[config.mk]
export PLATFORM = sky130hd
export DESIGN_NAME = goose_game_core_flat
export DESIGN_NICKNAME = d
export VERILOG_FILES = /design/src/rtl/goose_pkg.sv /design/src/rtl/goose_game_core_if.sv /design/src/rtl/bcd_counter4.sv /design/src/rtl/goose_game_core.sv /design/src/flat_wrapper.sv
export SDC_FILE = /design/constraint.sdc
export NUM_CORES = 1
export LEC_CHECK = 0
export BUFFER_PORTS_ARGS = -buffer_cell sky130_fd_sc_hd__buf_2
export CORE_UTILIZATION = 60
export CTS_CLUSTER_SIZE = 8
export DETAILED_ROUTE_END_ITERATION = 10
export GPL_TIMING_DRIVEN = 0
export PLACE_DENSITY = 0.95
export SYNTH_ARGS = -nofsm -noshare
export SYNTH_HDL_FRONTEND = slang
export SYNTH_HIERARCHICAL = 1
export SYNTH_SLANG_ARGS = --single-unit
export TNS_END_PERCENT = 100
[constraint.sdc]
create_clock -name clock -period 4.51 [get_ports clock]
set_clock_uncertainty 0.15 [all_clocks]
set_input_delay 0.6765 -clock clock [delete_from_list [all_inputs] [get_ports clock]]
set_output_delay 0.6765 -clock clock [all_outputs]
set_load 0.02 [all_outputs]
[src/rtl/goose_pkg.sv]
// Goose Run shared types: FSM states, LFSR taps, BCD widths.
// No ports; imported by the core, its interface users and the score counter.
package goose_pkg;

  typedef enum logic [1:0] {
    IDLE = 2'd0,
    RUN  = 2'd1,
    OVER = 2'd2
  } state_e;

  localparam int LANE_W_DEF = 8;
  localparam int BCD_W      = 4;
  localparam int BCD_DIGITS = 4;

  // x^8+x^6+x^5+x^4+1 -> state bits 7,5,4,3
  localparam logic [7:0] LFSR_TAPS = 8'b1011_1000;

  function automatic logic [7:0] lfsr_next(
    input logic [7:0] s
  );
    return {s[6:0], ^(s & LFSR_TAPS)};
  endfunction

endpackage

[src/rtl/goose_game_core_if.sv]
// Goose Run game bus: step/button inputs and display outputs.
// master drives tick/jump_btn/start_btn; slave (core) drives the rest.
interface goose_game_core_if #(
  parameter int LANE_W = 8
);

  logic              tick;
  logic              jump_btn;
  logic              start_btn;
  logic [LANE_W-1:0] lane;
  logic              goose_air;
  logic [15:0]       score;
  logic              running;
  logic              game_over;

  modport master (
    output tick, jump_btn, start_btn,
    input  lane, goose_air, score,
    input  running, game_over
  );

  modport slave (
    input  tick, jump_btn, start_btn,
    output lane, goose_air, score,
    output running, game_over
  );

endinterface

[src/rtl/bcd_counter4.sv]
// Four-digit BCD counter, saturating at 9999.
// Ports: clk, clr_n (sync clear), inc, load/load_val (preload), q.
module bcd_counter4
  import goose_pkg::*;
(
  input  logic        clk,
  input  logic        clr_n,
  input  logic        inc,
  input  logic        load,
  input  logic [15:0] load_val,
  output logic [15:0] q
);

  localparam logic [15:0] MAX = 16'h9999;

  logic [15:0]      cnt_q, cnt_d;
  logic             carry;
  logic [BCD_W-1:0] dig;

  always_comb begin
    cnt_d = cnt_q;
    carry = 1'b1;
    dig   = '0;
    if (load) begin
      cnt_d = load_val;
    end else if (inc && cnt_q != MAX) begin
      for (int i = 0; i < BCD_DIGITS; i++) begin
        dig = cnt_q[i*BCD_W +: BCD_W];
        if (carry) begin
          if (dig == 4'd9) begin
            cnt_d[i*BCD_W +: BCD_W] = '0;
          end else begin
            cnt_d[i*BCD_W +: BCD_W] = dig + 1'b1;
            carry = 1'b0;
          end
        end
      end
    end
  end

  always_ff @(posedge clk) begin
    if (!clr_n) cnt_q <= '0;
    else        cnt_q <= cnt_d;
  end

  assign q = cnt_q;

endmodule

[src/rtl/goose_game_core.sv]
// Goose Run step engine: one game step per tick (scroll, jump, hit, score).
// Ports: clock, reset_n (sync, active low), gif (slave side of game bus).
module goose_game_core
  import goose_pkg::*;
#(
  parameter int         LANE_W        = LANE_W_DEF,
  parameter int         JUMP_TICKS    = 2,
  parameter int         SPAWN_GAP_MIN = 2,
  parameter logic [7:0] LFSR_SEED     = 8'hA5
) (
  input logic               clock,
  input logic               reset_n,
  goose_game_core_if.slave  gif
);

  localparam int AW = $clog2(JUMP_TICKS + 1);
  localparam int GW = $clog2(SPAWN_GAP_MIN + 1);
  localparam logic [AW-1:0] JT = AW'(JUMP_TICKS);
  localparam logic [GW-1:0] GM = GW'(SPAWN_GAP_MIN);
  // an all-zero LFSR would lock up
  localparam logic [7:0] SEED =
    (LFSR_SEED == 8'h00) ? 8'h01 : LFSR_SEED;

  state_e            state_q, state_d;
  logic [LANE_W-1:0] lane_q, lane_d;
  logic [AW-1:0]     air_q, air_d;
  logic [GW-1:0]     gap_q, gap_d;
  logic              jreq_q, jreq_d;
  logic [7:0]        lfsr_q, lfsr_d;
  logic              gair_q, gair_d;
  logic              run_q, run_d;
  logic              over_q, over_d;
  logic              jump_q, start_q;

  logic jump_rise, start_rise;
  logic spawn, collide;
  logic score_inc, clr_game, score_clr_n;

  assign jump_rise  = gif.jump_btn & ~jump_q;
  assign start_rise = gif.start_btn & ~start_q;

  always_comb begin
    state_d   = state_q;
    lane_d    = lane_q;
    air_d     = air_q;
    gap_d     = gap_q;
    jreq_d    = jreq_q;
    lfsr_d    = lfsr_q;
    gair_d    = gair_q;
    spawn     = 1'b0;
    collide   = 1'b0;
    score_inc = 1'b0;
    clr_game  = 1'b0;
    unique case (state_q)
      IDLE, OVER: begin
        if (start_rise) begin
          state_d  = RUN;
          lane_d   = '0;
          air_d    = '0;
          gap_d    = '0;
          jreq_d   = 1'b0;
          gair_d   = 1'b0;
          clr_game = 1'b1;
        end
      end
      RUN: begin
        if (gif.tick) begin
          if (jreq_q && air_q == '0) begin
            air_d  = JT;
            jreq_d = 1'b0;
          end else if (air_q != '0) begin
            air_d = air_q - 1'b1;
          end
          spawn = lfsr_q[0] && (gap_q >= GM);
          if (spawn)           gap_d = '0;
          else if (gap_q < GM) gap_d = gap_q + 1'b1;
          lane_d  = {spawn, lane_q[LANE_W-1:1]};
          lfsr_d  = lfsr_next(lfsr_q);
          gair_d  = (air_d != '0);
          collide = lane_d[0] && (air_d == '0);
          if (collide) state_d   = OVER;
          else         score_inc = lane_q[0];
        end
        // a rise on a tick cycle is kept for the next tick
        if (jump_rise) jreq_d = 1'b1;
      end
      default: state_d = IDLE;
    endcase
    run_d  = (state_d == RUN);
    over_d = (state_d == OVER);
  end

  always_ff @(posedge clock) begin
    if (!reset_n) begin
      state_q <= IDLE;
      lane_q  <= '0;
      air_q   <= '0;
      gap_q   <= '0;
      jreq_q  <= 1'b0;
      lfsr_q  <= SEED;
      gair_q  <= 1'b0;
      run_q   <= 1'b0;
      over_q  <= 1'b0;
      jump_q  <= 1'b0;
      start_q <= 1'b0;
    end else begin
      state_q <= state_d;
      lane_q  <= lane_d;
      air_q   <= air_d;
      gap_q   <= gap_d;
      jreq_q  <= jreq_d;
      lfsr_q  <= lfsr_d;
      gair_q  <= gair_d;
      run_q   <= run_d;
      over_q  <= over_d;
      jump_q  <= gif.jump_btn;
      start_q <= gif.start_btn;
    end
  end

  assign score_clr_n = reset_n & ~clr_game;

  bcd_counter4 u_score (
    .clk      (clock),
    .clr_n    (score_clr_n),
    .inc      (score_inc),
    .load     (1'b0),
    .load_val (16'h0000),
    .q        (gif.score)
  );

  assign gif.lane      = lane_q;
  assign gif.goose_air = gair_q;
  assign gif.running   = run_q;
  assign gif.game_over = over_q;

endmodule
[src/flat_wrapper.sv]
// flat-port wrapper written by rule: the top's interface ports become plain ports
module goose_game_core_flat import goose_pkg::*;
#(
  parameter int         LANE_W        = LANE_W_DEF,
  parameter int         JUMP_TICKS    = 2,
  parameter int         SPAWN_GAP_MIN = 2,
  parameter logic [7:0] LFSR_SEED     = 8'hA5
)
  (clock, reset_n, gif_tick, gif_jump_btn, gif_start_btn, gif_lane, gif_goose_air, gif_score, gif_running, gif_game_over);
  goose_game_core_if #(.LANE_W(LANE_W)) gif_i ();
  input logic clock;
  input logic reset_n;
  input wire logic [$bits(gif_i.tick)-1:0] gif_tick;
  input wire logic [$bits(gif_i.jump_btn)-1:0] gif_jump_btn;
  input wire logic [$bits(gif_i.start_btn)-1:0] gif_start_btn;
  output wire logic [$bits(gif_i.lane)-1:0] gif_lane;
  output wire logic [$bits(gif_i.goose_air)-1:0] gif_goose_air;
  output wire logic [$bits(gif_i.score)-1:0] gif_score;
  output wire logic [$bits(gif_i.running)-1:0] gif_running;
  output wire logic [$bits(gif_i.game_over)-1:0] gif_game_over;
  assign gif_i.tick = gif_tick;
  assign gif_i.jump_btn = gif_jump_btn;
  assign gif_i.start_btn = gif_start_btn;
  assign gif_lane = gif_i.lane;
  assign gif_goose_air = gif_i.goose_air;
  assign gif_score = gif_i.score;
  assign gif_running = gif_i.running;
  assign gif_game_over = gif_i.game_over;
  goose_game_core #(.LANE_W(LANE_W), .JUMP_TICKS(JUMP_TICKS), .SPAWN_GAP_MIN(SPAWN_GAP_MIN), .LFSR_SEED(LFSR_SEED)) u_core (.clock(clock), .reset_n(reset_n), .gif(gif_i));
endmodule
Word level (Yosys, flattened, before mapping)
Index checks and enable logic that the tools add are counted.
Storage, ports and cells
  flip-flop bits (word level): 44
  output and inout bits: 27
Cells by class
  add/sub/neg operators: 6
  magnitude comparators: 2
  eq/ne operators: 14
  mux-type cells: 42
  bitwise gates (word level): 6
  reduce and logical (&&, ||, !) cells: 19
Operators by type and width (count)
  $mux W2: 12
  $mux W1: 18
  $add A4 B1 Y4 const B: 4
  $eq A4 B4 Y1 const B: 4
  $mux W4: 4
  $mux W8: 2
  $ne A16 B16 Y1 const B: 1
  $pmux W8 S2: 1
  $pmux W2 S2: 3
  $reduce_and A2 Y1: 4
  $reduce_and A4 Y1: 2
  $reduce_xor A8 Y1: 1
  $logic_not A2 Y1: 3
  $ne A3 B1 Y1 const B: 2
  $reduce_bool A2 Y1: 3
  $eq A2 B1 Y1 const B: 2
  $eq A2 B2 Y1 const B: 2
  $logic_and A1 B1 Y1: 4
  $pmux W1 S2: 2
  $and A1 B1 Y1: 3
  $ne A3 B2 Y1 const B: 1
  $not A1 Y1: 3
  $reduce_and A3 Y1: 1
  $add A2 B1 Y2 const B: 1
  other kinds (6): 6

Logic depth before layout (Yosys ltp)
  depth after elaboration: 17
  depth in mapped cells: 9

Cells and area by module
The synthesis kept the hierarchy.
By module, submodules not included
  goose_game_core: instances 1, cells an instance 135, area an instance 1198.6 µm², seq. area each 560.5 µm²
  bcd_counter4: instances 1, cells an instance 118, area an instance 940.9 µm², seq. area each 320.3 µm²

Worst setup path before layout
OpenSTA, ideal clock, no wires.
  path type: input -> register
  start: in gif_tick
  end: reg u_core.u_score.cnt_q[13], in the netlist u_core/u_score/q[13]
  library setup time: 0.074 ns
  arrival time: 2.648 ns
  data required time: 4.286 ns
  slack: 1.638 ns
  cell stages on the path: 9
  cells stage by stage: and3b_1 > buf_2 > nand2_1 > a21oi_1 > nand2_1 > or3_1 > clkbuf_2 > or4_1 > a31oi_1
On the way
  cells in the longest elaborated chain, start to end: 4
Ends and longest elaborated chain
  start, declared: RTL line flat_wrapper.sv:13  | input wire logic [$bits(gif_i.tick)-1:0] gif_tick;
  $mux W1: RTL line goose_game_core.sv:67  | if (gif.tick) begin
  $mux W1: RTL line goose_game_core.sv:54  | unique case (state_q)
  via u_core.score_inc: RTL line goose_game_core.sv:37  | logic score_inc, clr_game, score_clr_n;
  $logic_and A1 B1 Y1: RTL line bcd_counter4.sv:26  | end else if (inc && cnt_q != MAX) begin
  $reduce_and A2 Y1 (no source line)
  end signal, assigned: RTL line bcd_counter4.sv:43  | else cnt_q <= cnt_d;
  end, declared: RTL line bcd_counter4.sv:16  | logic [15:0] cnt_q, cnt_d;
The timed path passes the listed nets, and every way through them passes these cells.
A chain may end at the register's enable or synchronous reset.

Final worst setup path
  start: reg u_core.state_q[0]
  end: reg u_core.u_score.cnt_q[13], in the netlist u_core/u_score/q[13]
RTL lines
  start, declared: RTL line goose_game_core.sv:24  | state_e state_q, state_d;
  start signal, assigned: RTL line goose_game_core.sv:107  | state_q <= state_d;
  $eq A2 B1 Y1: RTL line goose_game_core.sv:54
  $mux W1: RTL line goose_game_core.sv:54
  via u_core.score_inc: RTL line goose_game_core.sv:37
  $logic_and A1 B1 Y1: RTL line bcd_counter4.sv:26
  $reduce_and A2 Y1 (no source line)
The timed path passes the listed nets, and every way through them passes these cells.

==> key figures <==
Worst setup path
  – Slowest cell on the critical path: or4_1
  – CP startpoint: u_core/state_q[0]
  – Kind of critical path: reg2reg
  – Startpoint type of the worst setup path: flop
  – Reg2reg setup slack: 1500 ps
  – FF-to-FF Start: u_core/state_q[0]
  – Worst EP required: 4640 ps
  – Crit-path most repeated cell: nand2_1
  – Kind of end point of the critical path: flop
  – Cell Chain, Critical Path: and3b_1 > buf_2 > nand2_1 > a21oi_1 > nand2_1 > or3_1 > clkbuf_2 > or4_1 > a31oi_1
  – CP peak stage delay: 500 ps
  – WP data arrival: 3140 ps
  – Bufs and invs on worst path: 2
  – Worst Path Max Fanout: 10
  – Critical path's top delay family: simple AND/OR/NAND/NOR gates

Place
  – Dpl cell area: 2440 sq um
  – IO buf count: 31
  – Post-detail-place hpwl: 3.32 mm
  – Pre-CTS setup slack: 1220 ps
  – Routability Congestion: 0.850

Clock tree
  – Later-pin clock latency in the skew report: 350 ps
  – Bufs on Longest Clock Path: 2
  – Root buffer cell: clkbuf_4
  – CTS tree: done
  – Clock slew at reported path FFs: 110 ps
  – Total CTS buffers: 5
  – Clk sinks: 44
  – Post-CTS Hold Fix Bufs: 0
  – Postcts setup bufs: 0
  – CTS H-tree depth: 2
  – Post_cts resized: 0

Detailed routing
  – DRT antenna net count: 0
  – Violation count after the first detailed-route iteration: 112
  – Total Wirelength: 4.57 mm
  – Routed len/inst: 12.7 um
  – Via count: 1986
  – DRC Markers: 0
  – Avg Vias per Cell: 5.50
  – TritonRoute pass-1 iters: 5

Layout
  – Antenna cells: 0
  – Layout cell share with drive strength beyond 1: 0.149
  – FILL cells: 272
  – Area grow syn2layout: 16.7%
  – Final-stage net count: 320
  – Final instance area: 2500 sq um
  – Most common cell after layout, fill and taps aside: dfxtp_1
  – Commonest cells after routing, fill and taps aside: 44 x dfxtp_1, 35 x buf_2, 30 x nand2_1, 24 x conb_1, 20 x o21ai_0
  – Post-route core utilization: 0.743

Pwr
  – Pwr Total: 0.000730 W
  – P_leak: 0.978 nW
  – PD cells: 292 nW/um^2
  – Worst IR Drop VDD: 0.275 mV

Timing
  – Finish-stage setup viols: 0
  – Final slew viol count: 0
  – RSZ-0062 raised after global routing: false
  – Fin. Hold Viols: 0
  – Fmax: 0.332 GHz
  – Worst-Margin Slew: 555 ps
  – Setup TNS: 0 ps
  – Slew HR: 0.627
  – Post-route minimum period: 3010 ps
  – Tcrit/Tclk final: 0.667
  – Final WS setup: 1500 ps

Logic synthesis
  – Synth Instances: 253
  – Synth area leader: dfxtp_1
  – Synth Cell Area: 2140 sq um
  – Number of synthesized flops with an enable pin: 0
  – Sequential share of the synthesized area: 0.412
  – Most used DFF post-synth: dfxtp_1
  – Synth unique cells: 49
  – Synthesized area per cell: 8.46 sq um
  – Share of Yosys cell area claimed by the top area cell type: 0.412
  – Asr flop ratio synth: 0
  – Top area cells in the synthesized netlist: dfxtp_1 41%, nand2_1 5.3%, o21ai_0 4.7%
  – #FFs+latches synth: 44
  – Ys Warns: 6

Global route
  – Antenna violations before repair: 0
  – Pin count of the biggest net entering global routing: 13
  – Total global routing overflow: 0
  – Global-route wire length before repair: 7.12 mm
  – GRT Util Overall: 0.261
  – Vias in the first global route: 1671

Min path
  – Hold Crit Class: reg2reg
  – Worst hold path startpoint: u_core/gap_q[0]

Floorplan
  – Die Y: 61.7 um
  – Die area: 3810 sq um
  – Core Region: 3360 sq um
  – I/O Pins: 32
  – # rows: 21
  – Initial core utilization: 0.636
  – Chip Width: 61.7 um

Run
  – Max cap viols: 0

Run status
  – Status: finished clean
==> stage by stage <==
step	hold slack [ps]	cells
finish	314	361
global route	328	361
CTS	315	361
detailed placement	299	353
global placement	295	353
floorplan	285	276
==> cell type report <==
type / instances / area [sq um] / area share
multi-input cells: 210 / 1240 / 0.497
clock buffers: 8 / 58.8 / 0.0235
flip-flops and latches: 44 / 881 / 0.353
repair buffers: 31 / 155 / 0.0621
well taps: 46 / 57.6 / 0.0230
inverters: 8 / 30.0 / 0.0120
plain buffers: 14 / 73.8 / 0.0296
==> routing by layer <==
metal  GRT usage  wire length (um)  share of wire
met1       0.282              1960           0.43
met2       0.484              2380           0.52
met3      0.0683               165          0.036
met4       0.105                64          0.014
met5           0                 0              0
==> worst register-to-register path: cells and delay by family (launching register included) <==
kind / cells / cell delay [ps]
simple gates: 5 / 1500
compound gates: 2 / 460
flops: 1 / 450
buf+inv: 2 / 390
==> registers in the layout, indices dropped and copies added (netlist names) <==
register              count
u_core/gif.goose_air      1
u_core/lfsr_q             8
u_core/start_q            1
u_core/gap_q              2
u_core/gif.running        1
u_core/gif.lane           8
u_core/state_q            2
u_core/jump_q             1
u_core/gif.game_over      1
u_core/air_q              2
u_core/u_score/q         16
u_core/jreq_q             1
==> cell usage after synthesis, drive strengths merged (6+ instances only) <==
library cell and number:
dfxtp 44, nand3 16, nand2 30, o21ai 20
a21boi 13, nor2 11, nor2b 6, inv 8
xnor2 7, buf 6, clkbuf 8, a21oi 12
==> final timing paths <==
kind                           to  depth (start not counted)
min               u_core/gap_q[0]                          2
max          u_core/u_score/q[13]                          9
min reg2reg       u_core/gap_q[0]                          2
max reg2reg  u_core/u_score/q[13]                          9
==> kinds of logic after synthesis <==
| family | Yosys count | synth area share |
|---|---|---|
| compound gates | 72 | 0.222 |
| xor+xnor | 8 | 0.0327 |
| fa+ha+maj | 1 | 0.00585 |
| buf+inv | 22 | 0.0485 |
| flops | 44 | 0.412 |
| mux | 5 | 0.0234 |
| other cells | 1 | 0.00175 |
| simple gates | 100 | 0.254 |
==> power by group <==
part | leakage [nW] | switching [W] | total [W] | internal (W)
Clock | 0.0326 | 0.000117 | 0.000194 | 0.0000771
Combinational | 0.586 | 0.0000651 | 0.000109 | 0.0000438
Sequential | 0.360 | 0.0000203 | 0.000427 | 0.000407
No activity file was read; power rests on OpenSTA's default activity.
